[src/rtl/lcd_capture_pkg.sv]
// lcd_capture_pkg
//   Shared definitions for the LCD RGB capture block: register word offsets
//   (byte address bits [9:2]), STATUS bit positions, capture FSM encoding and
//   the per-pixel checksum helpers (additive sum and CRC-32 step).
package lcd_capture_pkg;

    // Register word offsets (byte address >> 2)
    localparam logic [7:0] REG_CTRL     = 8'h00;
    localparam logic [7:0] REG_STATUS   = 8'h01;
    localparam logic [7:0] REG_LINE_SEL = 8'h02;
    localparam logic [7:0] REG_PIXELS   = 8'h03;
    localparam logic [7:0] REG_LINES    = 8'h04;
    localparam logic [7:0] REG_CHECKSUM = 8'h05;
    localparam logic [7:0] REG_FRAMES   = 8'h06;

    // Line buffer window: byte 0x040.. -> addr[9:6] == 4'b0001, word = addr[5:2]
    localparam logic [3:0] LINEBUF_PAGE = 4'b0001;

    // STATUS bit indices
    localparam int ST_DONE    = 0;
    localparam int ST_LOST    = 1;
    localparam int ST_OVF     = 2;
    localparam int ST_LINE_OK = 3;

    // CRC-32 parameters (MSB-first, no final xor)
    localparam logic [31:0] CRC_POLY = 32'h04C11DB7;
    localparam logic [31:0] CRC_INIT = 32'hFFFFFFFF;

    typedef enum logic [1:0] {
        S_IDLE      = 2'd0,
        S_WAIT_VB   = 2'd1,
        S_ACTIVE    = 2'd2,
        S_FRAME_END = 2'd3
    } cap_state_t;

    // One pixel into the CRC: 24 bits {r,g,b}, red[7] first.
    function automatic logic [31:0] crc32_px(input logic [31:0] crc, input logic [23:0] px);
        logic [31:0] c;
        c = crc;
        for (int i = 23; i >= 0; i--) begin
            if (c[31] ^ px[i]) c = {c[30:0], 1'b0} ^ CRC_POLY;
            else               c = {c[30:0], 1'b0};
        end
        return c;
    endfunction

    // One pixel into the wrapping additive checksum.
    function automatic logic [31:0] sum_px(input logic [31:0] acc, input logic [23:0] px);
        return acc + {8'd0, px};
    endfunction

endpackage

[src/rtl/lcd_edge_sync.sv]
// lcd_edge_sync
//   Brings the asynchronous LCD pins into the clk domain. dclk goes through two
//   synchroniser flops; a third flop holds the previous synchronised level and
//   the rising edge is registered alongside de/rgb so that o_edge, o_de and o_rgb
//   are aligned (three clk from pin to outputs).
// Ports
//   i_clk, i_rst   system clock, synchronous active-high reset
//   i_dclk         LCD pixel clock (async)
//   i_de, i_rgb    data enable and {red,green,blue} (async)
//   o_edge         one-clk pulse per dclk rising edge
//   o_de, o_rgb    de/rgb as sampled at that edge
module lcd_edge_sync (
    input  logic        i_clk,
    input  logic        i_rst,
    input  logic        i_dclk,
    input  logic        i_de,
    input  logic [23:0] i_rgb,
    output logic        o_edge,
    output logic        o_de,
    output logic [23:0] o_rgb
);
    logic [1:0]  r_dclk_sync;
    logic        r_dclk_prev;
    logic [1:0]  r_de_sync;
    logic [23:0] r_rgb_s1;
    logic [23:0] r_rgb_s2;
    logic        r_edge;
    logic        r_de;
    logic [23:0] r_rgb;

    always_ff @(posedge i_clk) begin
        if (i_rst) begin
            r_dclk_sync <= '0;
            r_dclk_prev <= 1'b0;
            r_de_sync   <= '0;
            r_rgb_s1    <= '0;
            r_rgb_s2    <= '0;
            r_edge      <= 1'b0;
            r_de        <= 1'b0;
            r_rgb       <= '0;
        end else begin
            r_dclk_sync <= {r_dclk_sync[0], i_dclk};
            r_de_sync   <= {r_de_sync[0], i_de};
            r_rgb_s1    <= i_rgb;
            r_rgb_s2    <= r_rgb_s1;
            r_dclk_prev <= r_dclk_sync[1];
            // third stage: edge and data leave together
            r_edge      <= r_dclk_sync[1] & ~r_dclk_prev;
            r_de        <= r_de_sync[1];
            r_rgb       <= r_rgb_s2;
        end
    end

    assign o_edge = r_edge;
    assign o_de   = r_de;
    assign o_rgb  = r_rgb;
endmodule

[src/rtl/lcd_rgb_capture.sv]
// lcd_rgb_capture
//   Sink for the parallel RGB/DE LCD link. Counts pixels and lines per frame,
//   accumulates a per-frame checksum, grabs red[7] of one selected line as a
//   1bpp line buffer, and exposes results on a PicoRV-style bus slave.
// Configuration macro
//   LCD_CAPTURE_CRC_EN : CHECKSUM is CRC-32 instead of the additive sum.
// Ports
//   clk, rst            system clock, synchronous active-high reset
//   select/wstrb/addr/data_i   bus request (wstrb==0 is a read)
//   ready/data_o        one-clk acknowledge and read data
//   dclk/de/red/green/blue     LCD link inputs (async to clk, dclk <= clk/4)
module lcd_rgb_capture
    import lcd_capture_pkg::*;
#(
    parameter int H_MAX      = 480,
    parameter int VBLANK_MIN = 600,
    parameter int LINE_WORDS = 15
) (
    input  logic        clk,
    input  logic        rst,
    input  logic        select,
    input  logic [3:0]  wstrb,
    input  logic [9:0]  addr,
    input  logic [31:0] data_i,
    output logic        ready,
    output logic [31:0] data_o,
    input  logic        dclk,
    input  logic        de,
    input  logic [7:0]  red,
    input  logic [7:0]  green,
    input  logic [7:0]  blue
);
    logic        w_edge;
    logic        w_de;
    logic [23:0] w_rgb;
    logic [31:0] w_csum_next;

    lcd_edge_sync u_sync (
        .i_clk  (clk),
        .i_rst  (rst),
        .i_dclk (dclk),
        .i_de   (de),
        .i_rgb  ({red, green, blue}),
        .o_edge (w_edge),
        .o_de   (w_de),
        .o_rgb  (w_rgb)
    );

    cap_state_t  r_state, w_state_nxt;
    logic        r_ready;
    logic [31:0] r_data_o;
    logic        r_en, r_oneshot;
    logic [8:0]  r_line_sel;
    logic [3:0]  r_status;
    logic [31:0] r_pixels, r_lines, r_checksum, r_frames;
    logic [9:0]  r_x;
    logic [31:0] r_y, r_pix_cnt, r_csum;
    logic [15:0] r_vb_cnt;
    logic        r_de_prev;
    logic        r_line_hit;
    logic [31:0] r_linebuf [LINE_WORDS];

`ifdef LCD_CAPTURE_CRC_EN
    localparam logic [31:0] CSUM_INIT = CRC_INIT;
    assign w_csum_next = crc32_px(r_csum, w_rgb);
`else
    localparam logic [31:0] CSUM_INIT = 32'h0;
    assign w_csum_next = sum_px(r_csum, w_rgb);
`endif

    logic        w_acc, w_wr;
    logic        w_vb_reach, w_pix, w_pix_in, w_lb_we;
    logic [3:0]  w_st_set, w_st_clr;
    logic [31:0] w_rdata;
    logic        w_unused;

    assign w_acc  = select & ~r_ready;
    assign w_wr   = w_acc & (|wstrb);
    assign w_unused = ^{addr[1:0], data_i[31:9]};

    // Frame end is the edge that brings the de=0 run exactly to VBLANK_MIN;
    // the counter then saturates so one long vblank yields one frame.
    assign w_vb_reach = w_edge & ~w_de & (r_vb_cnt == 16'(VBLANK_MIN - 1));
    assign w_pix      = r_en & (r_state == S_ACTIVE) & w_edge & w_de;
    assign w_pix_in   = r_x < 10'(H_MAX);
    assign w_lb_we    = w_pix & w_pix_in & (r_y == {23'd0, r_line_sel});

    always_ff @(posedge clk) begin
        if (rst) r_state <= S_IDLE;
        else     r_state <= w_state_nxt;
    end

    always_comb begin
        w_state_nxt = r_state;
        if (!r_en) begin
            w_state_nxt = S_IDLE;
        end else begin
            case (r_state)
                S_IDLE:      w_state_nxt = S_WAIT_VB;
                S_WAIT_VB:   if (w_vb_reach) w_state_nxt = S_ACTIVE;
                S_ACTIVE:    if (w_vb_reach) w_state_nxt = S_FRAME_END;
                S_FRAME_END: w_state_nxt = r_oneshot ? S_IDLE : S_ACTIVE;
                default:     w_state_nxt = S_IDLE;
            endcase
        end
    end

    // STATUS set/clear; hardware set takes priority over a same-clk clear.
    always_comb begin
        w_st_set = '0;
        w_st_clr = '0;
        if (w_pix && !w_pix_in) w_st_set[ST_OVF] = 1'b1;
        if (r_en && r_state == S_FRAME_END) begin
            w_st_set[ST_DONE]    = 1'b1;
            w_st_set[ST_LOST]    = r_status[ST_DONE];
            w_st_set[ST_LINE_OK] = r_line_hit;
        end
        if (w_wr && addr[9:2] == REG_STATUS && wstrb[0]) w_st_clr = data_i[3:0];
    end

    always_comb begin
        w_rdata = '0;
        case (addr[9:2])
            REG_CTRL:     w_rdata = {30'd0, r_oneshot, r_en};
            REG_STATUS:   w_rdata = {28'd0, r_status};
            REG_LINE_SEL: w_rdata = {23'd0, r_line_sel};
            REG_PIXELS:   w_rdata = r_pixels;
            REG_LINES:    w_rdata = r_lines;
            REG_CHECKSUM: w_rdata = r_checksum;
            REG_FRAMES:   w_rdata = r_frames;
            default: begin
                if (addr[9:6] == LINEBUF_PAGE && {28'd0, addr[5:2]} < 32'(LINE_WORDS))
                    w_rdata = r_linebuf[addr[5:2]];
            end
        endcase
    end

    always_ff @(posedge clk) begin
        if (rst) begin
            r_ready    <= 1'b0;
            r_data_o   <= '0;
            r_en       <= 1'b0;
            r_oneshot  <= 1'b0;
            r_line_sel <= '0;
            r_status   <= '0;
            r_pixels   <= '0;
            r_lines    <= '0;
            r_checksum <= '0;
            r_frames   <= '0;
            r_x        <= '0;
            r_y        <= '0;
            r_pix_cnt  <= '0;
            r_csum     <= CSUM_INIT;
            r_vb_cnt   <= '0;
            r_de_prev  <= 1'b0;
            r_line_hit <= 1'b0;
        end else begin
            r_ready  <= w_acc;
            r_data_o <= w_acc ? w_rdata : '0;
            r_status <= (r_status & ~w_st_clr) | w_st_set;

            if (!r_en) begin
                r_x        <= '0;
                r_y        <= '0;
                r_pix_cnt  <= '0;
                r_csum     <= CSUM_INIT;
                r_vb_cnt   <= '0;
                r_de_prev  <= 1'b0;
                r_line_hit <= 1'b0;
            end else begin
                case (r_state)
                    S_IDLE: r_vb_cnt <= '0;
                    S_WAIT_VB: begin
                        r_de_prev <= 1'b0;
                        if (w_edge) begin
                            if (w_de)
                                r_vb_cnt <= '0;
                            else if (r_vb_cnt != 16'(VBLANK_MIN))
                                r_vb_cnt <= r_vb_cnt + 16'd1;
                        end
                    end
                    S_ACTIVE: begin
                        if (w_edge) begin
                            r_de_prev <= w_de;
                            if (w_de) begin
                                r_vb_cnt  <= '0;
                                r_pix_cnt <= r_pix_cnt + 32'd1;
                                r_csum    <= w_csum_next;
                                if (r_x != 10'(H_MAX)) r_x <= r_x + 10'd1;
                                if (w_lb_we) r_line_hit <= 1'b1;
                            end else begin
                                // falling de closes a line
                                if (r_de_prev) begin
                                    r_y <= r_y + 32'd1;
                                    r_x <= '0;
                                end
                                if (r_vb_cnt != 16'(VBLANK_MIN)) r_vb_cnt <= r_vb_cnt + 16'd1;
                            end
                        end
                    end
                    S_FRAME_END: begin
                        r_pixels   <= r_pix_cnt;
                        r_lines    <= r_y;
                        r_checksum <= r_csum;
                        r_frames   <= r_frames + 32'd1;
                        r_x        <= '0;
                        r_y        <= '0;
                        r_pix_cnt  <= '0;
                        r_csum     <= CSUM_INIT;
                        r_line_hit <= 1'b0;
                        if (r_oneshot) begin
                            r_en      <= 1'b0;
                            r_oneshot <= 1'b0;
                        end
                    end
                    default: ;
                endcase
            end

            // bus writes come last so software wins over the oneshot auto-clear
            if (w_wr && addr[9:2] == REG_CTRL && wstrb[0]) begin
                r_en      <= data_i[0];
                r_oneshot <= data_i[1];
            end
            if (w_wr && addr[9:2] == REG_LINE_SEL) begin
                if (wstrb[0]) r_line_sel[7:0] <= data_i[7:0];
                if (wstrb[1]) r_line_sel[8]   <= data_i[8];
            end
        end
    end

    always_ff @(posedge clk) begin
        if (rst) begin
            for (int i = 0; i < LINE_WORDS; i++) r_linebuf[i] <= '0;
        end else if (w_lb_we) begin
            r_linebuf[r_x[8:5]][r_x[4:0]] <= w_rgb[23];
        end
    end

    assign ready  = r_ready;
    assign data_o = r_data_o;
endmodule
[config.mk]
export PLATFORM = sky130hd
export DESIGN_NAME = lcd_rgb_capture
export DESIGN_NICKNAME = d
export VERILOG_FILES = /design/src/rtl/lcd_capture_pkg.sv /design/src/rtl/lcd_edge_sync.sv /design/src/rtl/lcd_rgb_capture.sv
export SDC_FILE = /design/constraint.sdc
export NUM_CORES = 2
export LEC_CHECK = 0
export ABC_AREA = 1
export CORE_ASPECT_RATIO = 0.75
export CORE_MARGIN = 2
export CORE_UTILIZATION = 60
export DETAILED_ROUTE_END_ITERATION = 12
export GPL_TIMING_DRIVEN = 0
export HOLD_SLACK_MARGIN = 0.06
export PLACE_DENSITY_LB_ADDON = 0.05
export SETUP_SLACK_MARGIN = 0.02
export SYNTH_ARGS = -nofsm -noshare
export SYNTH_HDL_FRONTEND = slang
export SYNTH_HIERARCHICAL = 1
export SYNTH_SLANG_ARGS = --single-unit
[constraint.sdc]
create_clock -name clk -period 3.1 [get_ports clk]
set_input_delay 0.465 -clock clk [delete_from_list [all_inputs] [get_ports clk]]
set_output_delay 0.465 -clock clk [all_outputs]
set_load 0.03 [all_outputs]
==> qor.txt <==
routed metal-1 wirelength -> 70.2 mm
final core occ -> 0.676
CP Data Arrival Time -> 3.84 ns
GRT Util Overall -> 0.486
WHS -> 0.183 ns
#FFs+latches synth -> 893
Design Area, Final -> 50600 sq um
top layer used by detailed routing -> met5
power per cell area -> 514 nW/um^2
worst-case clock skew -> 0.0330 ns
Nets -> 6062
Least-Margin Pin Slew -> 1.43 ns
final cycle utilization of the critical path -> 1.05
pre-CTS setup slack -> -1.42 ns
initial core utilization -> 0.604
drt drc -> 0
CP Data Required Time -> 3.67 ns
# Max-Cap Violations -> 0
final estimated routing congestion in global placement -> 1.15
Sink Count -> 893
routed length on met3 -> 38.3 mm
WL/cell -> 27.6 microns
FP Rows -> 87
DR iter-0 viols -> 8328
Die X -> 321 microns
Final Total Pwr -> 26.0 mW
largest net degree at the start of global routing -> 34
DP Cell Count -> 6839
Die ar. -> 77600 sq um
DR vias/cell -> 6.54
setup TNS -> -1.35 ns
CP Launch Type -> primary input
dpl hpwl -> 148 mm
unrepaired setup endpoints after global routing -> true
final setup vio count -> 27
Antenna Nets Post-Route -> 0
status -> complete, but fails checks
Core ar. -> 74900 sq um
final hold violation count -> 0
setup ws final -> -0.168 ns
Synth Instances -> 5743
Critical Path Fanout Max -> 10
Tmin final -> 3.27 ns
worst vdd ir -> 0.444 mV
warnings from Yosys -> 6
violated checks -> negative setup slack
total wire length -> 193 mm
initial antenna violation count -> 12
CP Class -> primary input to flop
area grow syn2layout -> 11.9%
P_leak -> 18.9 nW
unique cell type count in the Yosys netlist -> 39
I/O Buffers -> 81
Fill cells -> 6285
Die Y-Extent -> 242 microns
GR Overflow Total -> 0
placed instance area -> 47500 sq um
worst min-delay path class -> primary input to flop
clk slew on worst S/H paths -> 0.06 ns
Top Ports -> 108
Num CTS Buffers -> 88
commonest cells after routing, fill and taps aside -> nand2_1 (1426), nor2_1 (921), nand4_1 (524)
worst-skew pair later-pin latency -> 0.70 ns
syn_area_per_cell -> 7.87 sq um
Max Slew Vio Count -> 0
drt pass-1 iters -> 12
final cell count without fillers -> 7007
met2 WL post-DR -> 70.4 mm
Syn Std Cell Area -> 45200 sq um
H-tree Lvls -> 3
Vias -> 45.8k
first-pass GRT wire length -> 271 mm
CTS tree -> yes
vias in the first global route -> 40.6k
Bufs on Longest Clock Path -> 3
Worst slew margin -> 0.0491
Achievable Freq -> 0.306 GHz
share of post-route cells with drive strength above 1 -> 0.0495
most common cell after layout, fill and taps aside -> nand2_1
Seq/Total Area, Yosys -> 0.509
Worst setup EP type -> flop
CTS root buffer -> clkbuf_16
[report_power, final]
group	switching (mW)	total (mW)	leakage, nW	internal (mW)
Clock	5.00	11.3	1.46	6.27
Combinational	1.26	1.66	9.48	0.393
Sequential	0.189	13.1	7.97	12.9
[synthesized netlist by cell type, drive strengths merged]
cell type,n,share of area
a211oi,17,0.0028
a21boi,7,0.0012
a21o,1,0.00017
a21oi,237,0.026
a22oi,257,0.043
a31oi,1,0.00014
a41oi,1,0.00019
and2,2,0.00028
and3,5,0.00069
buf,97,0.012
clkbuf,369,0.031
clkinv,6,0.00050
conb,1,0.000083
dfxtp,381,0.17
edfxtp,512,0.34
fa,1,0.00044
ha,37,0.010
inv,436,0.036
nand2,1427,0.12
nand3,126,0.014
nand3b,6,0.0010
nand4,524,0.073
nor2,927,0.077
nor3,82,0.0091
nor4,6,0.00083
o211ai,6,0.0010
o21a,2,0.00033
o21ai,210,0.023
o21bai,2,0.00033
o22ai,28,0.0039
o31ai,2,0.00033
or2,8,0.0011
xor2,19,0.0037
[kinds of logic after synthesis]
logic type	after synthesis	share of synthesized area
AOI/OAI and AO/OA	771	0.103
DFF	893	0.509
and+or+nand+nor	3113	0.295
other	1	0.0000829
buffers and inverters	908	0.0792
adders and majority gates	38	0.0107
xor gates and xnor gates	19	0.00368
[worst max-delay path, cell delays in order]
cell             delay, ns
clkdlybuf4s50_1       0.70
inv_1                 0.07
nor2_1                0.25
buf_2                 0.56
buf_2                 0.53
a22oi_1               0.16
nand2_1               0.13
nand2_1               0.34
nand2_1               0.24
o21ai_0               0.09
a21oi_1               0.29
[final cells by class]
class,instances,area [sq um],area share
diodes,5,12.5,0.000247
plain buffers,464,2020,0.0399
clock buffers,127,2590,0.0512
clock inverters,37,363,0.00717
inverters,442,1660,0.0328
multi-input cells,3973,18800,0.372
flip-flops and latches,893,23000,0.455
well taps,979,1220,0.0242
repair buffers,87,883,0.0175
[layer usage]
layer	vias to the layer above	global-route usage
met5	-	0.0216
met4	14	0.283
met3	715	0.260
met2	3890	0.607
met1	21400	0.653
li1	19900	-
[state kept, by name, summed over array words and instances (netlist names), 2 cells and up]
| register | flops |
|---|---|
| r_vb_cnt | 16 |
| r_pix_cnt | 32 |
| r_lines | 32 |
| r_csum | 32 |
| data_o | 32 |
| r_frames | 32 |
| u_sync/r_dclk_sync | 2 |
| r_y | 32 |
| r_state | 2 |
| u_sync/o_rgb | 24 |
| u_sync/r_rgb_s1 | 24 |
| r_x | 10 |
| r_pixels | 32 |
| r_linebuf | 512 |
| r_checksum | 32 |
| u_sync/r_rgb_s2 | 24 |
| r_line_sel | 9 |
| r_status | 4 |
| u_sync/r_de_sync | 2 |
[what timing repair did]
item	in CTS	in global routing
setup endpoints to repair	560	753
resized for setup	40	86
hold buffers	0	0
setup buffers	0	1
pin swaps	0	1
[worst paths after layout]
kind / slack (ns) / startpoint / to / depth (start not counted)
setup / recovery: -0.17 / addr[2] / data_o[11]$_SDFF_PP0_ / 11
hold / removal: 0.18 / rst / u_sync/r_rgb_s2[23]$_SDFF_PP0_ / 3
setup reg to reg: -0.09 / u_sync/o_rgb[23]$_SDFF_PP0_ / r_linebuf[4][17]$_SDFFCE_PN0P_ / 5
hold reg to reg: 0.38 / u_sync/r_dclk_prev$_SDFF_PP0_ / u_sync/o_edge$_SDFF_PP0_ / 1
Note: power is estimated with default switching activity, not from simulation.
